--- src/rtl/usb_serial_tx_arbiter_if.sv ---
// Byte-stream bundle between the per-requester send FIFOs, the round-robin
// arbiter and the single IN endpoint send buffer.
interface usb_serial_tx_arbiter_if #(
    parameter int NCH = 4,
    parameter int AW  = 11
);
    logic [NCH*8-1:0]  in_data;
    logic [NCH-1:0]    in_valid;
    logic [NCH-1:0]    in_ready;
    logic [NCH*AW-1:0] in_avail;
    logic [7:0]        out_data;
    logic              out_valid;
    logic              out_ready;

    modport master (
        input  in_data, in_valid, in_avail, out_ready,
        output in_ready, out_data, out_valid
    );

    modport slave (
        output in_data, in_valid, in_avail, out_ready,
        input  in_ready, out_data, out_valid
    );
endinterface

--- src/rtl/usb_serial_tx_arbiter.sv ---
// Round-robin merge of NCH requester byte streams onto one IN endpoint stream;
// every grant is framed by a {channel, length-1} header byte.
module usb_serial_tx_arbiter #(
    parameter int NCH      = 4,
    parameter int MAXBURST = 32,
    parameter int AW       = 11
) (
    input  logic                    clk,
    input  logic                    rst,
    usb_serial_tx_arbiter_if.master bus,
    output logic                    busy,
    output logic [2:0]              cur_ch
);
    typedef enum logic [1:0] {IDLE, HDR, DATA} state_t;

    state_t        state_q;
    logic [2:0]    rrLast_q;
    logic [2:0]    curCh_q;
    logic [5:0]    len_q;
    logic [5:0]    rem_q;
    logic [7:0]    outData_q;
    logic          outValid_q;
    logic          busy_q;

    logic [AW-1:0] availAll [8];
    logic [7:0]    dataAll  [8];
    logic [7:0]    validAll;
    logic [NCH-1:0] inReady_d;
    logic          slotFree;
    logic          winFound_d;
    logic [2:0]    winCh_d;
    logic [5:0]    winLen_d;
    logic          accept_d;

    function automatic logic [2:0] chanAfter(input logic [2:0] base, input int step);
        return 3'((int'(base) + step) % NCH);
    endfunction

    // Widen the per-requester vectors to the full 3-bit channel space so the
    // channel number can index them directly; absent channels read as empty.
    for (genvar g = 0; g < 8; g++) begin : g_unpack
        if (g < NCH) begin : g_used
            assign availAll[g] = bus.in_avail[AW*g +: AW];
            assign dataAll[g]  = bus.in_data[8*g +: 8];
            assign validAll[g] = bus.in_valid[g];
        end else begin : g_unused
            assign availAll[g] = '0;
            assign dataAll[g]  = '0;
            assign validAll[g] = 1'b0;
        end
    end

    assign slotFree = !outValid_q || bus.out_ready;

    // Scanning from the farthest candidate back lets the nearest one after rrLast_q win.
    always_comb begin
        winFound_d = 1'b0;
        winCh_d    = '0;
        for (int i = NCH; i >= 1; i--) begin
            if (availAll[chanAfter(rrLast_q, i)] != '0) begin
                winFound_d = 1'b1;
                winCh_d    = chanAfter(rrLast_q, i);
            end
        end
    end

    always_comb begin
        if (availAll[winCh_d] > AW'(MAXBURST)) begin
            winLen_d = 6'(MAXBURST);
        end else begin
            winLen_d = 6'(availAll[winCh_d]);
        end
    end

    always_comb begin
        inReady_d = '0;
        for (int c = 0; c < NCH; c++) begin
            inReady_d[c] = (state_q == DATA) && (rem_q != '0) && slotFree && (curCh_q == 3'(c));
        end
    end

    assign accept_d = (state_q == DATA) && (rem_q != '0) && slotFree && validAll[curCh_q];

    always_ff @(posedge clk or posedge rst) begin
        if (rst) begin
            state_q    <= IDLE;
            rrLast_q   <= 3'(NCH - 1);
            curCh_q    <= '0;
            len_q      <= '0;
            rem_q      <= '0;
            outData_q  <= '0;
            outValid_q <= 1'b0;
            busy_q     <= 1'b0;
        end else begin
            if (outValid_q && bus.out_ready) begin
                outValid_q <= 1'b0;
            end
            case (state_q)
                IDLE: begin
                    if (winFound_d) begin
                        curCh_q <= winCh_d;
                        len_q   <= winLen_d;
                        busy_q  <= 1'b1;
                        state_q <= HDR;
                    end
                end
                HDR: begin
                    if (slotFree) begin
                        outData_q  <= {curCh_q, 5'(len_q - 6'd1)};
                        outValid_q <= 1'b1;
                        rem_q      <= len_q;
                        state_q    <= DATA;
                    end
                end
                DATA: begin
                    if (accept_d) begin
                        outData_q  <= dataAll[curCh_q];
                        outValid_q <= 1'b1;
                        rem_q      <= rem_q - 6'd1;
                        if (rem_q == 6'd1) begin
                            rrLast_q <= curCh_q;
                            busy_q   <= 1'b0;
                            state_q  <= IDLE;
                        end
                    end
                end
                default: begin
                    busy_q  <= 1'b0;
                    state_q <= IDLE;
                end
            endcase
        end
    end

    assign bus.in_ready  = inReady_d;
    assign bus.out_data  = outData_q;
    assign bus.out_valid = outValid_q;
    assign busy          = busy_q;
    assign cur_ch        = curCh_q;
endmodule

--- src/flat_wrapper.sv ---
// flat-port wrapper written by rule: the top's interface ports become plain ports
module usb_serial_tx_arbiter_flat 
#(
    parameter int NCH      = 4,
    parameter int MAXBURST = 32,
    parameter int AW       = 11
)
  (clk, rst, busy, cur_ch, bus_in_data, bus_in_valid, bus_in_avail, bus_out_ready, bus_in_ready, bus_out_data, bus_out_valid);
  usb_serial_tx_arbiter_if #(.NCH(NCH), .AW(AW)) bus_i ();
  input  logic clk;
  input  logic rst;
  output logic busy;
  output logic [2:0] cur_ch;
  input wire logic [$bits(bus_i.in_data)-1:0] bus_in_data;
  input wire logic [$bits(bus_i.in_valid)-1:0] bus_in_valid;
  input wire logic [$bits(bus_i.in_avail)-1:0] bus_in_avail;
  input wire logic [$bits(bus_i.out_ready)-1:0] bus_out_ready;
  output wire logic [$bits(bus_i.in_ready)-1:0] bus_in_ready;
  output wire logic [$bits(bus_i.out_data)-1:0] bus_out_data;
  output wire logic [$bits(bus_i.out_valid)-1:0] bus_out_valid;
  assign bus_i.in_data = bus_in_data;
  assign bus_i.in_valid = bus_in_valid;
  assign bus_i.in_avail = bus_in_avail;
  assign bus_i.out_ready = bus_out_ready;
  assign bus_in_ready = bus_i.in_ready;
  assign bus_out_data = bus_i.out_data;
  assign bus_out_valid = bus_i.out_valid;
  usb_serial_tx_arbiter #(.NCH(NCH), .MAXBURST(MAXBURST), .AW(AW)) u_core (.clk(clk), .rst(rst), .bus(bus_i), .busy(busy), .cur_ch(cur_ch));
endmodule
--- config.mk ---
export PLATFORM = sky130hd
export DESIGN_NAME = usb_serial_tx_arbiter_flat
export DESIGN_NICKNAME = d
export VERILOG_FILES = /design/src/rtl/usb_serial_tx_arbiter_if.sv /design/src/rtl/usb_serial_tx_arbiter.sv /design/src/flat_wrapper.sv
export SDC_FILE = /design/constraint.sdc
export NUM_CORES = 1
export LEC_CHECK = 0
export ABC_AREA = 1
export CAP_MARGIN = 25
export CORE_MARGIN = 4
export CORE_UTILIZATION = 46
export CTS_CLUSTER_DIAMETER = 200
export DETAILED_ROUTE_END_ITERATION = 8
export PLACE_DENSITY = 0.8
export SLEW_MARGIN = 20
export SYNTH_ARGS = -nofsm -noshare
export SYNTH_HDL_FRONTEND = slang
export SYNTH_SLANG_ARGS = --single-unit
--- constraint.sdc ---
create_clock -name clk -period 2.6 [get_ports clk]
set_input_delay 0.52 -clock clk [delete_from_list [all_inputs] [get_ports clk]]
set_output_delay 0.52 -clock clk [all_outputs]
set_load 0.005 [all_outputs]
== Word level (Yosys, flattened, before mapping) ==
Cells that the tools add are included.
Word-level totals
  output and inout port bits: 17
  bits of input ports: 83
  register bits: 29
  logic and storage cells: 118
Operators by class
  $add $sub $neg: 6
  reductions and logical operators: 27
  eq/ne operators: 10
  $lt $le $gt $ge: 8
  bitwise operators: 11
  mux-type cells: 48
Operators with widths (count)
  $bmux 11 s3: 5
  $mux 11: 10
  $reduce_bool 11->1: 4
  $mux 8: 4
  $bmux 8 s3: 1
  $ge 4x4->1 const B: 6
  $not 3->4: 6
  $mux 6: 3
  $pmux 8 s2: 1
  $mux 3: 4
  $pmux 6 s2: 1
  $gt 11x6->1 const B: 1
  $mux 1: 11
  $logic_and 1x1->1: 8
  $mux 2: 4
  $reduce_and 4->1: 2
  $reduce_or 2->1: 4
  $eq 3x2->1 const B: 2
  $eq 6x1->1 const B: 1
  $ne 2x1->1 const B: 3
  $pmux 2 s3: 1
  $reduce_and 3->1: 2
  $reduce_bool 6->1: 1
  $sub 6x1->6 const B: 1
  19 further kinds: 24

== Depth between registers and ports, before layout ==
Gate-level depths: netlist of the first run.
  depth after elaboration: 18
  depth in mapped cells: 21
  gate-level depth less buffers: 19

== Worst setup path before layout of the first run ==
No wires, ideal clock.
  kind: register -> register
  start: reg u_core.rrLast_q[0]
  end: reg u_core.len_q[2]
  data arrival time: 2.076 ns
  slack: 0.406 ns
  data required time: 2.482 ns
  setup time: 0.118 ns
  clock period less this slack: 2.194 ns
  path buffers: 3
  cell stages (with the launch flop): 20
  path through: dfstp_2 -> buf_6 -> inv_4 -> buf_6 -> nor2_4 -> nand2_2 -> a21oi_1 -> nand2_1 -> nand2_2 -> nand3_1 -> nand2_1 -> nand2_2 -> nand2_4 -> buf_6 -> nand2_1 -> nand3_1 -> nand2_1 -> o21bai_4 -> nand3_1 -> nand2_1
Between the ends
  cells in the longest elaborated chain, start to end: 18
  elaborated cells on any way between the ends: 47
  classes of those cells: add/sub: 4; order compare: 1; mux: 24; bitwise: 9; reduce/logical: 9
Ends and longest elaborated chain
  from (decl): line usb_serial_tx_arbiter.sv:17  | logic [2:0] rrLast_q;
  from (signal assigned): line usb_serial_tx_arbiter.sv:87  | rrLast_q <= 3'(NCH - 1);
  from (signal assigned): line usb_serial_tx_arbiter.sv:121  | rrLast_q <= curCh_q;
  $add 2x1->2: line usb_serial_tx_arbiter.sv:36  | return 3'((int'(base) + step) % NCH);
  $reduce_or 2->1 (no line)
  $and 1x1->1 (no line)
  $not 3->4 (not written as such): line usb_serial_tx_arbiter.sv:60  | if (availAll[chanAfter(rrLast_q, i)] != '0) begin
  $bmux 11 s3: line usb_serial_tx_arbiter.sv:60
  $mux 11 (not written as such) (2 in series): line usb_serial_tx_arbiter.sv:60
  $reduce_bool 11->1: line usb_serial_tx_arbiter.sv:60
  $mux 3 (4 in series): line usb_serial_tx_arbiter.sv:60
  $not 3->4 (not written as such): line usb_serial_tx_arbiter.sv:68, usb_serial_tx_arbiter.sv:71
  $bmux 11 s3: line usb_serial_tx_arbiter.sv:68, usb_serial_tx_arbiter.sv:71
  $mux 11 (not written as such): line usb_serial_tx_arbiter.sv:68  | if (availAll[winCh_d] > AW'(MAXBURST)) begin
  $mux 11 (not written as such): line usb_serial_tx_arbiter.sv:71  | winLen_d = 6'(availAll[winCh_d]);
  $gt 11x6->1: line usb_serial_tx_arbiter.sv:68
  $mux 6: line usb_serial_tx_arbiter.sv:68
  to (signal assigned): line usb_serial_tx_arbiter.sv:102  | len_q <= winLen_d;
  to (decl): line usb_serial_tx_arbiter.sv:19  | logic [5:0] len_q;
Parallel ways exist; a longest one is shown, timed or not. The select of a mux whose other input is x is not followed.
A chain may end at the register's enable or synchronous reset.

== Final worst setup path of the first run ==
  start: in bus_in_avail[27]
  end: reg u_core.len_q[4]
Between the ends
  cells in the longest elaborated chain, start to end: 14
  elaborated cells on any way between the ends: 31
  classes of those cells: order compare: 1; mux: 24; bitwise: 1; reduce/logical: 5
Ends and longest elaborated chain
  from (decl): line flat_wrapper.sv:16  | input wire logic [$bits(bus_i.in_avail)-1:0] bus_in_avail;
  $bmux 11 s3: line usb_serial_tx_arbiter.sv:60
  $mux 11 (not written as such) (2 in series): line usb_serial_tx_arbiter.sv:60
  $reduce_bool 11->1: line usb_serial_tx_arbiter.sv:60
  $mux 3 (4 in series): line usb_serial_tx_arbiter.sv:60
  $not 3->4 (not written as such): line usb_serial_tx_arbiter.sv:68, usb_serial_tx_arbiter.sv:71
  $bmux 11 s3: line usb_serial_tx_arbiter.sv:68, usb_serial_tx_arbiter.sv:71
  $mux 11 (not written as such): line usb_serial_tx_arbiter.sv:68
  $mux 11 (not written as such): line usb_serial_tx_arbiter.sv:71
  $gt 11x6->1: line usb_serial_tx_arbiter.sv:68
  $mux 6: line usb_serial_tx_arbiter.sv:68
Parallel ways exist; a longest one is shown, timed or not. The select of a mux whose other input is x is not followed.

==> results of run 1 <==
==> registers in the layout (all words and copies together), names as in the netlist <==
signal and cells:
u_core.bus.out_valid 1, u_core.rem_q 6, u_core.len_q 6, u_core.busy 1
u_core.rrLast_q 2, u_core.bus.out_data 8, u_core.cur_ch 2, u_core.state_q 2
==> final cells by class <==
class / count / area, sq um / share of cell area, %
inverter: 60 / 227.7 / 5.138
multi-input combinational: 347 / 1886 / 42.55
tap: 72 / 90.09 / 2.033
timing repair buffer: 155 / 1454 / 32.81
clock inverter: 1 / 30.03 / 0.6776
sequential: 28 / 703.2 / 15.87
clock buffer: 3 / 41.29 / 0.9317
==> per-stage QoR <==
stage | power, mW | util (%) | setup WS (ns) | hold WS [ns] | instances
floorplan | 1.965 | - | 0.4063 | 0.4534 | 449
global placement | 2.703 | 72.51 | -0.2478 | 0.4590 | 657
detailed placement | 2.768 | 72.51 | -0.2701 | 0.4654 | 657
CTS | 3.126 | 73.78 | 0.01629 | 0.4920 | 661
global route | 3.557 | 79.03 | -0.1047 | 0.5317 | 666
finish | 3.270 | 79.03 | 0.02587 | 0.4920 | 666
==> kinds of logic after synthesis <==
family / share of synthesized area (%)
other: 0.1384
flip-flops: 25.96
adder cells (fa/ha/maj): 3.233
XOR/XNOR: 1.247
multiplexers: 0.4157
buffers and inverters: 12.52
AND/OR/NAND/NOR: 43.60
AO/OA/AOI/OAI: 12.89
==> what timing repair did <==
action | 4_1_cts | 5_1_grt
buffers inserted | 0 | 2
gates resized for setup | 0 | 75
setup endpoints to repair | 0 | 7
==> layout by cell type, fill, tap and decap left out, drive strengths merged, types with 2 or more instances in the layout <==
cell type and n:
nand3 43, inv 59, nor3 4, o21ai 27
clkbuf 3, xor2 2, nand2 167, dfrtp 26
o31ai 6, nand4 7, a31oi 5, ha 7
or2 5, dfstp 2, dlymetal6s2s 12, a22oi 6
clkdlybuf4s50 86, nor2 52, buf 57, a21oi 9
==> critical path: cells and delay by family <==
kind	cells	cell delay, ns
AO/OA/AOI/OAI	1	0.19
AND/OR/NAND/NOR	16	1.45
buffers and inverters	2	0.62
==> power by group <==
part	total [mW]	internal, mW	switching, mW
Sequential	0.741	0.607	0.134
Clock	0.345	0.206	0.138
Combinational	2.18	0.960	1.22
==> metal layers <==
layer	global-route usage [%]	vias to the layer above	wire (um)
li1	-	1712	-
met1	28.23	1618	3720
met2	46.55	147	5070
met3	3.435	17	708
met4	6.187	0	171
met5	0	-	0
==> path summary, 6_finish.rpt <==
kind	startpoint	endpoint	slack, ns	cells after the start
min in group asynchronous	rst	u_core.rem_q[0]	0.59	3
setup reg to reg	u_core.rrLast_q[0]	u_core.len_q[4]	0.11	15
setup / recovery	bus_in_avail[27]	u_core.len_q[4]	0.03	19
hold / removal	u_core.bus.out_data[0]	u_core.bus.out_data[0]	0.49	2
hold reg to reg	u_core.bus.out_data[0]	u_core.bus.out_data[0]	0.49	2
max in group asynchronous	rst	u_core.rrLast_q[1]	1.70	3
==> results.toml, run 1 <==
[outcome]
status = "finished, final reports clean"

[worst_setup_path]
path_max_fanout = 5
cp_data_arrival_time_ns = 2.80
crit_chain = "clkdlybuf4s50_1, nor2_2, nand2_1, nor2_2, nand2_1, nand2_2, nand2_2, nand2_2, nand2_1, nand2_2, nand2_4, buf_6, nand3_1, nand3_2, nand2_2, nand3_2, o21bai_4, nand3_2, nand2_1"
crit_path_end_kind = "flop"
worstSetupPathType = "primary input to flop"
crit_top_cell = "nand2_2"
slowest_stage = "clkdlybuf4s50_1"
start_kind = "primary input"
slowest_delay_ns = 0.48
cp.required_ns = 2.83

[synth]
synth_cell_type_count = 39
synth_common_cells = "158 x nand2_1, 55 x inv_1, 50 x nor2_1, 41 x nand3_1, 26 x dfrtp_1"
netlist_area_sq_mm = 0.002709
synth_top_cell_area_share_pct = 24.02
synth_seq_cells = 28
avgSynthCellArea_sq_um = 6.033
ys_seq_area_share_pct = 25.96
synth_fp_nets = 539
ys.flop_type = "dfrtp_1"
synth_edf_count = 0
synth_cells = 449
synthArstFlopShare_pct = 100.0
yosys_warnings = 0
synth.area.top_cells = "dfrtp_1 24%, nand2_1 22%, inv_1 7.6%"
synth.most_common_cell = "nand2_1"
synth.largest_area_cell = "dfrtp_1"

[clock_tree]
root_buffer = "clkbuf_8"
htree_levels = 1
clkSinkCount = 28
ctsHoldBuffers = 0
cts_made_buffers = 3
worstSkewPairLatency_ns = 0.28
clk_path_buf_depth = 2
clk_pin_slew_ns = 0.10
cts_tree = "yes"

[route]
wl_mm = 9.671
viasPerCell = 5.246
ant_nets = 0
wl_per_cell_um = 14.52
via_count = 3494
drt-initial-drc-count = 266
first_pass_iters = 5
drc = 0

[final_layout]
drive_gt1_share_pct = 22.22
final_nets = 685
syn_to_final_growth_pct = 63.60
fillers = 445
antenna_cells = 0
fin_area_sq_mm = 0.004432

[floorplanning]
die_x_um = 84.74
fp-row-count = 27
dieArea_sq_mm = 0.007181
ios = 100
die_height_um = 84.74
start_util_pct = 48.30
core_area_sq_mm = 0.005608

[pwr]
p_leak_nw = 2.163
p_per_area_mw_per_mm2 = 737.9
vdd_drop_max_uv = 458.4

[timing]
setup_viol = 0
period_needed_ns = 2.574
max_freq_mhz = 388.5
hold_viol_final = 0
fin_tns_setup_ns = 0
min_period_over_period_pct = 99.01
maxSlewViolCount = 0
worst_clock_skew_ns = 0.01227

[placement]
placed_area_sq_mm = 0.004066
io_buffers = 98
dp_hpwl_mm = 7.422
gp_congestion = 0.8980

[global_route]
antenna_found_initial = 0
grt_use_total_pct = 24.40
grt_pass1_wl_mm = 14.61
grt_pass1_vias = 3370
grt.overflow.total = 0
grt_max_degree = 29

[run]
maxCapViolCount = 0

[hold_path]
hp-class = "flop to flop"
Power figures use the tool's default switching activity.
==> run 2, diff against run 1 <==
--- a/config.mk
+++ b/config.mk
@@ -7,11 +7,11 @@
 export LEC_CHECK = 0
 export ABC_AREA = 1
 export CAP_MARGIN = 25
-export CORE_MARGIN = 4
-export CORE_UTILIZATION = 46
+export CORE_MARGIN = 2
+export CORE_UTILIZATION = 49
 export CTS_CLUSTER_DIAMETER = 200
 export DETAILED_ROUTE_END_ITERATION = 8
-export PLACE_DENSITY = 0.8
+export PLACE_DENSITY = 0.84
 export SLEW_MARGIN = 20
 export SYNTH_ARGS = -nofsm -noshare
 export SYNTH_HDL_FRONTEND = slang
==> constraint.sdc (replaced) <==
create_clock -name clk -period 3.03 [get_ports clk]
set_input_delay 0.606 -clock clk [delete_from_list [all_inputs] [get_ports clk]]
set_output_delay 0.606 -clock clk [all_outputs]
set_load 0.005 [all_outputs]
==> results.toml, run 2 (synthesis gave the netlist of run 1 again) <==
[route]
drt-initial-drc-count = 198
via_count = 3176
drc = 0
viasPerCell = 5.147
wl_mm = 8.032
first_pass_iters = 5
wl_per_cell_um = 13.02
ant_nets = 0

[clock_tree]
htree_levels = 1
clk_path_buf_depth = 2
post_cts_buffers = 0
clk_pin_slew_ns = 0.09
cts_tree = "yes"
worstSkewPairLatency_ns = 0.28
cts_made_buffers = 3
clkSinkCount = 28
root_buffer = "clkbuf_8"
cts_resized = 0
ctsHoldBuffers = 0

[run]
maxCapViolCount = 0

[timing]
setup_viol = 0
timing.hold.ws_ns = 0.4828
rsz0062_at_grt = "false"
hold_viol_final = 0
maxSlewViolCount = 0
slew_headroom_pct = 61.54
worst_clock_skew_ns = 0.006140
max_freq_mhz = 360.9
tightest_slew_ns = 0.5748
fin_tns_setup_ns = 0
min_period_over_period_pct = 91.44
period_needed_ns = 2.770

[placement]
placed_area_sq_mm = 0.003736
io_buffers = 98
gp_congestion = 0.9348
dp_cells = 613
dp_hpwl_mm = 6.614

[worst_setup_path]
r2r_slack_ns = 0.32
cp_num_cells = 16
worstSetupEndpoint = "u_core.len_q[4]"
ff2ff_path_depth = 18
crit_family = "simple AND/OR/NAND/NOR gates"
path_buf_inv = 2
crit_chain = "clkdlybuf4s50_1, or2_2, nor2_1, nand2_1, nand2_1, nand3_1, a21oi_1, nand2_2, nand2_4, inv_1, nand2_1, nand3_1, nand2_1, o21bai_4, nand3_1, nand2_1"
start_kind = "primary input"
slowest_stage = "clkdlybuf4s50_1"
worstSetupPathType = "primary input to flop"
path_max_fanout = 15
crit_path_end_kind = "flop"
reg2reg_to = "u_core.len_q[4]"
crit_top_cell = "nand2_1"
slowest_delay_ns = 0.43
startpoint = "bus_in_avail[17]"
cp_data_arrival_time_ns = 3.00
cp.required_ns = 3.26
r2r_start = "u_core.rrLast_q[0]"

[final_layout]
layout_commonest_cell = "nand2_1"
final_nets = 636
largest_reg_flops = 8
syn_to_final_growth_pct = 39.95
antenna_cells = 0
fin_cells = 617
final_cell_mix = "158 x nand2_1, 98 x clkdlybuf4s50_1, 55 x inv_1"
fin_area_sq_mm = 0.003791
drive_gt1_share_pct = 7.706

[pwr]
p_per_area_mw_per_mm2 = 648.0
p_leak_nw = 1.787
vdd_drop_max_uv = 325.0

[floorplanning]
dieArea_sq_mm = 0.006139
die_x_um = 78.35
die_height_um = 78.35
start_util_pct = 50.12
fp-row-count = 27
core_area_sq_mm = 0.005405
ios = 100

[global_route]
grt_pass1_vias = 3061
grt.overflow.total = 0
grt_use_total_pct = 27.17
antenna_found_initial = 0
grt_max_degree = 29
grt_pass1_wl_mm = 13.48

[hold_path]
hp-class = "flop to flop"
min_from = "u_core.bus.out_data[1]"

[outcome]
status = "finished, final reports clean"
==> run 2: worst min-delay path by stage <==
stage	endpoint	slack [ns]	cells past startpoint
2_1_floorplan	u_core.rem_q[5]	0.45	2
3_3_place_gp	u_core.bus.out_data[1]	0.46	2
3_5_place_dp	u_core.bus.out_data[1]	0.47	2
4_1_cts	u_core.bus.out_data[1]	0.49	2
5_1_grt	u_core.rem_q[5]	0.53	2
6_report	u_core.bus.out_data[1]	0.48	2
==> run 2: routing by layer <==
| metal | share of wire [%] | vias to the layer above | track usage [%] |
|---|---|---|---|
| met5 | 0 | - | 0 |
| met4 | 2.6 | 0 | 10.35 |
| met3 | 8.0 | 17 | 5.172 |
| met2 | 49 | 147 | 49.22 |
| met1 | 41 | 1398 | 31.61 |
| li1 | - | 1614 | - |
==> run 2: cell type report <==
| type | instances | area, sq um |
|---|---|---|
| Sequential cell | 28 | 703.2 |
| Tap cell | 72 | 90.09 |
| Multi-Input combinational cell | 346 | 1667 |
| Fill cell | 467 | 1614 |
| Timing Repair Buffer | 107 | 1049 |
| Inverter | 60 | 227.7 |
| Clock buffer | 4 | 55.05 |
==> run 2: tightest hold or removal path, stage by stage, from the launching register on <==
cell and delay [ns]:
dfrtp_1 0.35, nand2_1 0.05, nand2_1 0.05
==> run 2: where the power goes <==
part | switching (mW) | internal, mW
logic | 0.909 | 0.669
registers | 0.121 | 0.521
clock network | 0.121 | 0.117
==> run 2: per-stage QoR <==
| step | utilization (%) | power, mW | setup slack [ns] |
|---|---|---|---|
| after global placement | 69.12 | 2.179 | 0.09237 |
| final | 70.14 | 2.457 | 0.2595 |
| after CTS | 70.14 | 2.465 | 0.2840 |
| after detailed placement | 69.12 | 2.225 | 0.01169 |
| after global routing | 70.14 | 2.730 | 0.009926 |
| after floorplan | - | 1.686 | 0.7631 |
==> run 3, diff against run 2 <==
--- a/config.mk
+++ b/config.mk
@@ -5,10 +5,10 @@
 export SDC_FILE = /design/constraint.sdc
 export NUM_CORES = 1
 export LEC_CHECK = 0
-export ABC_AREA = 1
 export CAP_MARGIN = 25
+export CORE_ASPECT_RATIO = 1.2
 export CORE_MARGIN = 2
-export CORE_UTILIZATION = 49
+export CORE_UTILIZATION = 45
 export CTS_CLUSTER_DIAMETER = 200
 export DETAILED_ROUTE_END_ITERATION = 8
 export PLACE_DENSITY = 0.84
==> results.toml, run 3 <==
[timing]
setup_ws_ns = 0.09919
max_freq_mhz = 341.2
min_period_over_period_pct = 96.73
timing.hold.ws_ns = 0.4861
tightest_slew_ns = 0.6795
period_needed_ns = 2.931
worst_clock_skew_ns = 0.003975
rsz0062_at_grt = "false"
fin_tns_setup_ns = 0
maxSlewViolCount = 0
slew_headroom_pct = 54.29
hold_viol_final = 0
setup_viol = 0

[clock_tree]
root_buffer = "clkbuf_8"
htree_levels = 1
clk_pin_slew_ns = 0.09
cts_made_buffers = 3
cts_tree = "yes"
clkSinkCount = 28
ctsHoldBuffers = 0
clk_path_buf_depth = 2
worstSkewPairLatency_ns = 0.27

[synth]
synth_edf_count = 0
synthArstFlopShare_pct = 100.0
synth_fp_nets = 325
yosys_warnings = 0
synth_common_cells = "33 x nand2_1, 26 x dfrtp_1, 17 x nor2_1, 15 x inv_1, 15 x o21ai_0"
synth_top_cell_area_share_pct = 30.46
synth.largest_area_cell = "dfrtp_1"
synth.area.top_cells = "dfrtp_1 30%, mux4_2 7.4%, nand2_1 5.8%"
synth.most_common_cell = "nand2_1"
avgSynthCellArea_sq_um = 9.089
ys_seq_area_share_pct = 32.92
ys.flop_type = "dfrtp_1"
synth_cell_type_count = 49
synth_cells = 235
netlist_area_sq_mm = 0.002136
synth_seq_cells = 28

[placement]
io_buffers = 98
dp_cells = 400
place_ws_ns = -0.2780
gp_congestion = 1.008
dp_hpwl_mm = 5.279

[pwr]
p_leak_nw = 1.409
p_per_area_mw_per_mm2 = 706.7
vdd_drop_max_uv = 286.1

[global_route]
grt_pass1_wl_mm = 10.09
antenna_found_initial = 0
grt_use_total_pct = 24.55
grt_max_degree = 30
grt.overflow.total = 0
grt_pass1_vias = 2280

[floorplanning]
die_x_um = 66.89
fp-row-count = 27
ios = 100
dieArea_sq_mm = 0.005316
start_util_pct = 46.49
die_height_um = 79.47
core_area_sq_mm = 0.004594

[route]
viasPerCell = 5.506
via_count = 2230
first_pass_iters = 6
wl_mm = 6.279
drc = 0
wl_per_cell_um = 15.50
ant_nets = 0
drt-initial-drc-count = 127

[worst_setup_path]
start_kind = "primary input"
crit_path_end_kind = "flop"
cp.required_ns = 3.19
cp_data_arrival_time_ns = 3.09
worstSetupPathType = "primary input to flop"
path_max_fanout = 5

[final_layout]
drive_gt1_share_pct = 15.85
finish.utilization_pct = 73.09
fin_cells = 405
final_nets = 438
final_cell_mix = "98 x clkdlybuf4s50_1, 33 x nand2_1, 26 x dfrtp_1"
largest_reg_flops = 8
layout_commonest_cell = "clkdlybuf4s50_1"
antenna_cells = 0
syn_to_final_growth_pct = 57.23

[run]
maxCapViolCount = 0

[outcome]
status = "finished, final reports clean"

[hold_path]
hp-class = "flop to flop"
==> run 3: cell count changes in the layout (fill, tap and decap cells not counted), sizes merged, moves of 7 or more <==
cell / before / now
mux2: 1 / 9
mux4: 0 / 7
inv: 59 / 15
nor2: 52 / 17
nor4: 0 / 7
nand3: 43 / 2
nand2: 166 / 33
buf: 9 / 21
==> run 3: cell type report <==
type	instances	area [sq um]
tap	58	72.57
inverter	15	56.30
timing repair buffer	119	1139
clock buffer	4	45.04
sequential	28	703.2
fill	370	1236
multi-input combinational	181	1343
==> run 3: critical path, stage by stage <==
cell             delay, ns
clkdlybuf4s50_1       0.42
or4_1                 0.62
nor4_4                0.19
nor3_1                0.12
o31ai_4               0.24
buf_4                 0.20
mux2_2                0.34
a222oi_1              0.27
o21ai_1               0.09
==> run 3: final timing paths <==
| path | cells after the start | to | from | slack (ns) |
|---|---|---|---|---|
| setup / recovery | 9 | u_core.len_q[2] | bus_in_avail[35] | 0.1 |
| setup reg to reg | 7 | u_core.busy | u_core.rem_q[3] | 0.66 |
| min in group asynchronous | 2 | u_core.len_q[5] | rst | 0.64 |
| max in group asynchronous | 3 | u_core.bus.out_data[6] | rst | 1.80 |
| hold / removal | 2 | u_core.bus.out_data[7] | u_core.bus.out_data[7] | 0.49 |
| hold reg to reg | 2 | u_core.bus.out_data[7] | u_core.bus.out_data[7] | 0.49 |
==> run 3: repair_timing <==
item,in CTS,in global routing
gates resized for setup,0,2
buffers inserted,0,1
setup endpoints to repair,0,4
hold endpoints to repair,0,0
==> run 3: cell families (layout without fill, tap and decap cells) <==
logic type	count (synthesis)	count (layout)	share of synthesized area (%)
AND/OR/NAND/NOR	85	85	20.74
AO/OA/AOI/OAI	64	64	21.62
flip-flops	28	28	32.92
buffers and inverters	26	138	4.745
multiplexers	21	21	14.47
adder cells (fa/ha/maj)	7	7	4.101
XOR/XNOR	3	3	1.230
other	1	1	0.1756
==> run 3: metrics by stage <==
stage                     total power [mW]  area, sq um
after floorplan                      1.578         2136
final                                2.373         3358
after detailed placement             2.167         3294
after global routing                 2.580         3358
after CTS                            2.372         3339
after global placement               2.105         3294
==> run 3: report_power, final <==
| part | switching, mW | leakage [nW] | internal, mW | total (mW) |
|---|---|---|---|---|
| Sequential | 0.131 | 0.343 | 0.526 | 0.657 |
| Clock | 0.110 | 0.0228 | 0.0942 | 0.205 |
| Combinational | 0.716 | 1.04 | 0.796 | 1.51 |
| Total | 0.958 | 1.41 | 1.42 | 2.37 |
==> run 3: layer usage <==
layer  wire length [um]  global-route usage, %
met5                  0                      0
met4                 70                  6.939
met3                547                  3.667
met2               3376                  47.30
met1               2284                  27.11
